$ cat src/rtl/matmul_pkg.sv
// Shared constants and FSM encoding for the matrix-multiply result path.
package matmul_pkg;

    localparam int DATA_W      = 16;
    localparam int NUM_RESULTS = 6;
    localparam int SEL_W       = 3;

    localparam logic [SEL_W-1:0] SEL_IDLE = 3'b111;

    typedef enum logic [1:0] {
        IDLE   = 2'b00,
        STREAM = 2'b01,
        DONE   = 2'b10
    } stream_state_t;

endpackage

$ cat src/rtl/result_buffer.sv
// Result slot register file with per-slot valid flags and a combinational read port.
module result_buffer
    import matmul_pkg::*;
#(
    parameter int DATA_W      = matmul_pkg::DATA_W,
    parameter int NUM_RESULTS = matmul_pkg::NUM_RESULTS,
    parameter int SEL_W       = matmul_pkg::SEL_W
) (
    input  logic              clk,
    input  logic              reset,
    input  logic              clr,
    input  logic              wr_en,
    input  logic [SEL_W-1:0]  wr_sel,
    input  logic [DATA_W-1:0] wr_data,
    input  logic [SEL_W-1:0]  rd_addr,
    output logic [DATA_W-1:0] rd_data,
    output logic              full
);

    localparam logic [SEL_W-1:0] LAST_SLOT = SEL_W'(NUM_RESULTS - 1);

    logic [DATA_W-1:0]      r_mem [NUM_RESULTS];
    logic [NUM_RESULTS-1:0] r_valid_mask;
    logic                   w_wr_hit;

    assign w_wr_hit = wr_en && (wr_sel <= LAST_SLOT);

    always_ff @(posedge clk) begin
        if (!reset) begin
            r_valid_mask <= '0;
        end else if (clr) begin
            r_valid_mask <= '0;
        end else if (w_wr_hit) begin
            r_valid_mask[wr_sel] <= 1'b1;
        end
    end

    // Slot storage carries no reset; the valid mask alone qualifies it.
    always_ff @(posedge clk) begin
        if (w_wr_hit) begin
            r_mem[wr_sel] <= wr_data;
        end
    end

    assign rd_data = (rd_addr <= LAST_SLOT) ? r_mem[rd_addr] : '0;
    assign full    = &r_valid_mask;

endmodule

$ cat src/rtl/result_streamer.sv
// Captures demuxed MAC results into slots and streams them in slot order over valid/ready.
module result_streamer
    import matmul_pkg::*;
#(
    parameter int DATA_W      = matmul_pkg::DATA_W,
    parameter int NUM_RESULTS = matmul_pkg::NUM_RESULTS,
    parameter int SEL_W       = matmul_pkg::SEL_W
) (
    input  logic              clk,
    input  logic              reset,
    input  logic              mem_clr,
    input  logic [SEL_W-1:0]  wr_sel,
    input  logic [DATA_W-1:0] wr_data,
    input  logic              start,
    output logic [DATA_W-1:0] dout,
    output logic              dout_valid,
    input  logic              dout_ready,
    output logic              dout_last,
    output logic              busy,
    output logic              done,
    output logic              err
);

    localparam logic [SEL_W-1:0] LAST_SLOT = SEL_W'(NUM_RESULTS - 1);

    stream_state_t     r_state;
    stream_state_t     w_state_nxt;
    logic [SEL_W-1:0]  r_rd_ptr;
    logic [SEL_W-1:0]  w_rd_ptr_nxt;
    logic [SEL_W-1:0]  w_ptr_inc;
    logic [DATA_W-1:0] r_dout;
    logic [DATA_W-1:0] w_dout_nxt;
    logic              r_dout_valid;
    logic              w_dout_valid_nxt;
    logic              r_dout_last;
    logic              w_dout_last_nxt;
    logic              r_busy;
    logic              w_busy_nxt;
    logic              r_done;
    logic              w_done_nxt;
    logic              r_err;
    logic              w_err_nxt;

    logic              w_slot_wr;
    logic              w_wr_en;
    logic              w_buf_clr;
    logic [SEL_W-1:0]  w_rd_addr;
    logic [DATA_W-1:0] w_rd_data;
    logic              w_full;

    result_buffer #(
        .DATA_W      (DATA_W),
        .NUM_RESULTS (NUM_RESULTS),
        .SEL_W       (SEL_W)
    ) u_result_buffer (
        .clk     (clk),
        .reset   (reset),
        .clr     (w_buf_clr),
        .wr_en   (w_wr_en),
        .wr_sel  (wr_sel),
        .wr_data (wr_data),
        .rd_addr (w_rd_addr),
        .rd_data (w_rd_data),
        .full    (w_full)
    );

    assign w_slot_wr = (wr_sel <= LAST_SLOT);
    assign w_ptr_inc = r_rd_ptr + 1'b1;

    always_comb begin
        w_state_nxt      = r_state;
        w_rd_ptr_nxt     = r_rd_ptr;
        w_dout_nxt       = r_dout;
        w_dout_valid_nxt = r_dout_valid;
        w_dout_last_nxt  = r_dout_last;
        w_busy_nxt       = r_busy;
        w_done_nxt       = 1'b0;
        w_err_nxt        = r_err;
        w_wr_en          = 1'b0;
        w_buf_clr        = 1'b0;
        w_rd_addr        = '0;

        if (mem_clr) begin
            w_state_nxt      = IDLE;
            w_rd_ptr_nxt     = '0;
            w_dout_valid_nxt = 1'b0;
            w_dout_last_nxt  = 1'b0;
            w_busy_nxt       = 1'b0;
            w_err_nxt        = 1'b0;
            w_buf_clr        = 1'b1;
        end else begin
            case (r_state)
                IDLE: begin
                    w_wr_en = w_slot_wr;
                    // w_full reflects the mask before this edge's write.
                    if (start) begin
                        if (w_full) begin
                            w_state_nxt      = STREAM;
                            w_rd_ptr_nxt     = '0;
                            w_dout_nxt       = w_rd_data;
                            w_dout_valid_nxt = 1'b1;
                            w_dout_last_nxt  = (LAST_SLOT == '0);
                            w_busy_nxt       = 1'b1;
                        end else begin
                            w_err_nxt = 1'b1;
                        end
                    end
                end
                STREAM: begin
                    w_rd_addr = w_ptr_inc;
                    if (w_slot_wr) begin
                        w_err_nxt = 1'b1;
                    end
                    if (r_dout_valid && dout_ready) begin
                        if (r_rd_ptr == LAST_SLOT) begin
                            w_state_nxt      = DONE;
                            w_dout_valid_nxt = 1'b0;
                            w_dout_last_nxt  = 1'b0;
                            w_busy_nxt       = 1'b0;
                            w_done_nxt       = 1'b1;
                        end else begin
                            w_rd_ptr_nxt    = w_ptr_inc;
                            w_dout_nxt      = w_rd_data;
                            w_dout_last_nxt = (w_ptr_inc == LAST_SLOT);
                        end
                    end
                end
                DONE: begin
                    w_buf_clr   = 1'b1;
                    w_state_nxt = IDLE;
                end
                default: begin
                    w_state_nxt = IDLE;
                end
            endcase
        end
    end

    always_ff @(posedge clk) begin
        if (!reset) begin
            r_state      <= IDLE;
            r_rd_ptr     <= '0;
            r_dout       <= '0;
            r_dout_valid <= 1'b0;
            r_dout_last  <= 1'b0;
            r_busy       <= 1'b0;
            r_done       <= 1'b0;
            r_err        <= 1'b0;
        end else begin
            r_state      <= w_state_nxt;
            r_rd_ptr     <= w_rd_ptr_nxt;
            r_dout       <= w_dout_nxt;
            r_dout_valid <= w_dout_valid_nxt;
            r_dout_last  <= w_dout_last_nxt;
            r_busy       <= w_busy_nxt;
            r_done       <= w_done_nxt;
            r_err        <= w_err_nxt;
        end
    end

    assign dout       = r_dout;
    assign dout_valid = r_dout_valid;
    assign dout_last  = r_dout_last;
    assign busy       = r_busy;
    assign done       = r_done;
    assign err        = r_err;

endmodule

$ cat config.mk
export PLATFORM = sky130hd
export DESIGN_NAME = result_streamer
export DESIGN_NICKNAME = d
export VERILOG_FILES = /design/src/rtl/matmul_pkg.sv /design/src/rtl/result_buffer.sv /design/src/rtl/result_streamer.sv
export SDC_FILE = /design/constraint.sdc
export NUM_CORES = 1
export LEC_CHECK = 0
export ABC_CLOCK_PERIOD_IN_PS = 3780
export CAP_MARGIN = 20
export CORE_AREA = 2 2 90 136
export DETAILED_ROUTE_END_ITERATION = 7
export DIE_AREA = 0 0 92 138
export SETUP_SLACK_MARGIN = 0.05
export SYNTH_ARGS = -nofsm -noshare
export SYNTH_HDL_FRONTEND = slang
export SYNTH_SLANG_ARGS = --single-unit
$ cat constraint.sdc
create_clock -name clk -period 3.78 [get_ports clk]
set_clock_uncertainty 0.15 [all_clocks]
set_input_delay 0.756 -clock clk [delete_from_list [all_inputs] [get_ports clk]]
set_output_delay 0.756 -clock clk [all_outputs]
set_load 0.01 [all_outputs]
# After elaboration in Yosys (flattened, before gate mapping)
# Memories as Yosys holds them, arrays and structs flattened.
# Index checks and enable logic that the tools add are counted.
# Widths: inputs -> output; s select.
[totals] memories=1 out_inout_bits=21 ram_bits=96 mem_bits_ro=0 inputBits=24 latch_bits=0 regBits=31
[memory_table] name="u_result_buffer.r_mem" depth=6 width=16 read_ports=1 rd_ports_with_merged_regs=0 wr=1 line_no="result_buffer.sv:22" text="logic [DATA_W-1:0] r_mem [NUM_RESULTS];"
[classes] bitwise=5 mux=41 n_mul=0 n_shift=0 n_reduce_logical=15 eq_ne=11 n_div=0 order_cmp=4 n_addsub=1
[op_table] op="$mux 16" count=5
[op_table] op="$pmux 16 s2" count=1
[op_table] op="$mux 1" count=19
[op_table] op="$mux 3" count=6
[op_table] op="$ne 2x2->1 const B" count=6
[op_table] op="$reduce_and 4->1" count=3
[op_table] op="$reduce_and 6->1" count=2
[op_table] op="$reduce_and 5->1" count=2
[op_table] op="$mux 2" count=4
[op_table] op="$eq 3x3->1 const B" count=2
[op_table] op="$le 3x3->1 const B" count=2
[op_table] op="$or 6x6->6" count=1
[op_table] op="$pmux 1 s2" count=3
[op_table] op="$pmux 3 s2" count=1
[op_table] op="$lt 3x4->1 const B" count=1
[op_table] op="$not 1->1" count=4
[op_table] op="$pmux 2 s2" count=1
[op_table] op="$reduce_or 2->1" count=2
[op_table] op="$reduce_or 4->1" count=1
[op_table] op="$add 3x1->3 const B" count=1
[op_table] op="$demux 1 s3" count=1
[op_table] op="$ge 3x1->1 const B" count=1
[op_table] op="$logic_and 1x1->1" count=3
[op_table] op="$eq 2x1->1 const B" count=1
[op_table] op="4 further kinds" count=4

# Longest topological paths before layout
[depth] ltp_word=8 depth_mapped=9 depth_no_buf=7

# Hierarchy
# A second synthesis with hierarchy kept.
[hier_totals] cells_unflattened=351 area_unflattened_um2=5172.5
[by_module_without_submodules] mod="result_buffer" seq_area_each_um2=3002.9 instances=1 cells_per_inst=218 area_each_um2=3951.3
[by_module_without_submodules] mod="result_streamer" seq_area_each_um2=500.5 instances=1 cells_per_inst=133 area_each_um2=1221.2

# Worst setup path before layout
# No wires, ideal clock.
[synth_timing] path_type="input-to-reg" from="input port mem_clr" to="memory u_result_buffer.r_mem[0][0] (enable)" path_buffers=2 path_stages=3 path_slack_ns=0.335 t_arrival_ns=2.860 setup_ns=0.435 cell_sequence="clkbuf_1 -> clkbuf_1 -> nor4_1"
[synth_between] elab_chain_len=4
[synth_lines] item="start, declared" line_no="result_streamer.sv:11" text="input logic mem_clr,"
[synth_lines] item="$mux 1" line_no="result_streamer.sv:83" text="if (mem_clr) begin"
[synth_lines] item="$logic_and 1x1->1" line_no="result_buffer.sv:26" text="assign w_wr_hit = wr_en && (wr_sel <= LAST_SLOT);"
[synth_lines] item="$mux 1" line_no="result_buffer.sv:40" text="if (w_wr_hit) begin"
[synth_lines] item="$mux 1 (implied by the code)" line_no="result_buffer.sv:41" text="r_mem[wr_sel] <= wr_data;"
[synth_lines] item="end, declared" line_no="result_buffer.sv:22"
# Every way passes these cells.

# Worst setup path after layout
[layout_timing] from="register r_rd_ptr[0]" to="register r_dout[4], in the netlist dout[4]"
[layout_between] elab_chain_len=8
[layout_lines] item="start, declared" line_no="result_streamer.sv:28" text="logic [SEL_W-1:0] r_rd_ptr;"
[layout_lines] item="start signal, assigned" line_no="result_streamer.sv:151" text="r_rd_ptr <= w_rd_ptr_nxt;"
[layout_lines] item="$add 3x1->3" line_no="result_streamer.sv:68" text="assign w_ptr_inc = r_rd_ptr + 1'b1;"
[layout_lines] item="$mux 3" line_no="result_streamer.sv:92" text="case (r_state)"
[layout_lines] item="$mux 3" line_no="result_streamer.sv:83"
[layout_lines] item="$mem_v2 6x16 or $le 3x3->1 (tied branches)"
[layout_lines] item="$mux 16" line_no="result_buffer.sv:45" text="assign rd_data = (rd_addr <= LAST_SLOT) ? r_mem[rd_addr] : '0;"
[layout_lines] item="$mux 16, on equally long branches" line_no="result_streamer.sv:115, result_streamer.sv:97"
[layout_lines] item="$mux 16, on equally long branches" line_no="result_streamer.sv:114, result_streamer.sv:96"
[layout_lines] item="$pmux 16 s2" line_no="result_streamer.sv:92"
[layout_lines] item="end signal, assigned" line_no="result_streamer.sv:152" text="r_dout <= w_dout_nxt;"
[layout_lines] item="end, declared" line_no="result_streamer.sv:31" text="logic [DATA_W-1:0] r_dout;"
# Several ways; a longest one is shown, not always the timed one. The select of a mux whose other input is x is not followed.
# A chain may end at the register's enable or synchronous reset.

==> summary.md <==
| Metric | Value |
|---|---|
| Die Y | `138 um` |
| Worst path cell trace | `inv_1 > ha_1 > nor4bb_1 > nand2_1 > buf_4 > nor2_1 > nor3_1 > o22ai_2` |
| Area delta synth->final | `25.1%` |
| # resized after CTS | `0` |
| TritonRoute pass-1 iters | `4` |
| Die W | `roughly 90 um` |
| Reg2reg setup slack | `between 1 and 1.5 ns` |
| Antenna violations before repair | `0` |
| Syn. warnings | `0` |
| CORE AREA | `11600 um2` |
| RSZ-0062 raised after global routing | `false` |
| Vias in the first global route | `3419` |
| Post-synth EDFFs | `96` |
| CP Capture Type | `flop` |
| Syn Std Cell Area | `just over 5000 um2` |
| Final #Nets | `490` |
| Tot Pwr | `3.30 mW` |
| ANT nets after route | `0` |
| Post-CTS Hold Buffers | `0` |
| FF-to-FF End | `dout[4]$_SDFFE_PN0P_` |
| Min Clock Period, post-route | `about 2.7 ns` |
| Top cell type by total area after synthesis | `edfxtp_1` |
| Hold_sp | `err$_SDFFE_PP0P_` |
| Slew Limit Fails | `0` |
| Clock Latency Late Sink | `slightly above 0.4 ns` |
| Peak supply drop | `0.386 mV` |
| DRC Markers | `0` |
| Initial Util | `a little over two fifths` |
| Routed WL per cell | `18.6 um` |
| Final Hold Vio Count | `0` |
| Yosys cell types | `42` |
| WHS Path Cells | `2` |
| Peak Freq | `around 0.38 GHz` |
| Post-Synthesis Cells | `approximately 410` |
| Status | `complete, no violations` |
| Syn Area/Cell | `12.5 um2` |
| LEAKAGE | `about 2.2 nW` |
| Synthesis-stage register bit count | `127` |
| Post-synthesis sequential area ratio | `roughly 69%` |
| Longest Clk Path Bufs | `2` |
| # diodes | `0` |
| Non-filler cells, final | `between 600 and 700` |
| CP max-delay cell | `dfxtp_1` |
| H-Tree Depth | `4` |
| Io pins | `45` |
| CTS Buf Count | `17` |
| Slowest cell delay on critical path | `0.59 ns` |
| Pre-CTS setup slack | `0.759 ns` |
| Dpl cells | `597` |
| Setup TNS | `0 ns` |
| GRT overflow | `0` |
| Placed wire-length estimate | `7070 um` |
| Post-route clock period utilization | `70.4%` |
| Worst EP required | `3.96 ns` |
| # rows | `49` |
| Dpl cell area | `about 5800 um2` |
| Crit path max fanout | `14` |
| Commonest non-fill, non-tap cell in the layout | `edfxtp_1` |
| Post-Syn Nets | `435` |
| CTS sink count | `127` |
| Fin area | `6380 um2` |
| CTS tree | `done` |
| Top post-synthesis cells by area | `edfxtp_1 (57%), dfxtp_1 (12%), nand2_1 (5.4%), a21oi_1 (3.8%), o22ai_2 (2.5%)` |
| Final setup violation count | `0` |
| First-pass GRT wire length | `18700 um` |
| Clk slew on worst S/H paths | `approximately 0.060 ns` |
| Reg-to-Reg Start | `r_rd_ptr[0]$_SDFFE_PP0P_` |
| Ys async rst share | `0%` |
| Detailed Route Iter0 Violations | `249` |
| Type of the worst setup path | `flop to flop` |
| RePlAce Congestion | `0.773` |
| Layout cell share with drive strength beyond 1 | `between 10% and 20%` |
| Ys flop type | `edfxtp_1` |
| Routed WL | `11700 um` |
| Worst Path Arrival | `2.84 ns` |
| Postcts setup bufs | `0` |
| Worst Reg-to-Reg Cells | `8` |
| Hold path endpoint | `err$_SDFFE_PP0P_` |
| Startpoint types | `flop` |
| Mean number of vias per cell | `5.38` |
| Slew Limit Headroom | `57.5%` |
| DR vias | `between 3000 and 4000` |
| Port buffer count | `44` |
| Total GRT Usage | `19.5%` |
| Largest net degree at the start of global routing | `32` |
| Yosys top cell area share | `56.5%` |
| # Max-Cap Violations | `0` |
| Root Driver | `clkbuf_16` |
| Most frequent cells in the layout | `edfxtp_1 (96), nand2_1 (74), clkdlybuf4s50_1 (44)` |
| PnR worst setup slack | `1.12 ns` |
| Power Dens Cells | `517 nW/um2` |
| Worst-margin pin slew | `0.637 ns` |
| HP Class | `flop to flop` |
| Die ar. | `12700 um2` |
worst max-delay path by stage:
stage                        startpoint                               endpoint  slack, ns  cells past startpoint
2_1_floorplan                   mem_clr  u_result_buffer.r_mem[0][0]$_DFFE_PP_       0.34                      3
3_3_place_gp                    mem_clr                  dout[11]$_SDFFE_PN0P_       0.76                      7
3_5_place_dp                    mem_clr                  dout[11]$_SDFFE_PN0P_       0.76                      7
4_1_cts        r_rd_ptr[0]$_SDFFE_PP0P_                   dout[4]$_SDFFE_PN0P_       1.09                      8
5_1_grt        r_rd_ptr[0]$_SDFFE_PP0P_                   dout[4]$_SDFFE_PN0P_       0.86                      8
6_report       r_rd_ptr[0]$_SDFFE_PP0P_                   dout[4]$_SDFFE_PN0P_       1.12                      8
area by class of cell:
type | count | area [um2]
clock buffers | 17 | 425
clock inverters | 14 | 191
fillers | 1023 | 5270
inverters | 4 | 15.0
multi-input cells | 251 | 1480
flip-flops and latches | 127 | 3500
well taps | 153 | 191
repair buffers | 62 | 576
synthesized netlist by cell type (2+ instances only):
cell type	n
edfxtp_1	96
nand2_1	74
a21oi_1	39
dfxtp_1	31
nor2_1	19
nor3_1	18
clkbuf_1	17
nand3b_1	15
a22oi_1	14
o22ai_2	10
o21a_1	7
nand2b_1	6
o22ai_1	6
buf_2	5
nor3b_1	5
inv_1	4
o21ai_0	4
a31oi_1	3
ha_1	3
mux2i_1	3
nor2b_1	3
a211oi_1	2
a311oi_1	2
buf_4	2
nand3_1	2
nor4_1	2
report_power, final:
group / internal (mW) / leakage (nW) / total, mW / switching (mW)
Sequential: 1.52 / 1.12 / 1.53 / 0.00516
Combinational: 0.0365 / 0.752 / 0.0853 / 0.0487
Clock: 1.10 / 0.293 / 1.69 / 0.588
per-layer routing:
layer	up-vias	global-route usage [%]	wire, um
li1	1611	-	-
met1	1661	22.7	4660
met2	92	34.6	6300
met3	16	5.45	515
met4	0	6.28	204
met5	-	0	0
sequential cells by signal, indices dropped and copies added, names as in the netlist:
signal / count
u_result_buffer.r_mem: 96
dout: 16
u_result_buffer.r_valid_mask: 6
r_rd_ptr: 3
r_state: 2
busy: 1
done: 1
dout_last: 1
err: 1
through the flow:
step	hold slack, ns	utilization [%]
2_1_floorplan	0.291	-
3_3_place_gp	0.292	49.5
3_5_place_dp	0.299	49.5
4_1_cts	0.307	54.8
5_1_grt	0.329	54.8
6_report	0.299	54.8
worst max-delay path: cells and delay by family, from the launching register on:
family                   cells  cell delay (ns)
AND/OR/NAND/NOR              4             0.89
flip-flops                   1             0.59
adder cells (fa/ha/maj)      1             0.44
buffers and inverters        2             0.41
AO/OA/AOI/OAI                1             0.10
logic make-up after synthesis:
kind of cell | count (synthesis) | share of synthesized area [%]
compound gates | 89 | 12.1
xor+xnor | 2 | 0.343
fa+ha+maj | 3 | 0.736
buf+inv | 30 | 2.62
flops | 127 | 68.7
mux | 3 | 0.589
simple gates | 154 | 14.9
Note: power is estimated with default switching activity, not from simulation.
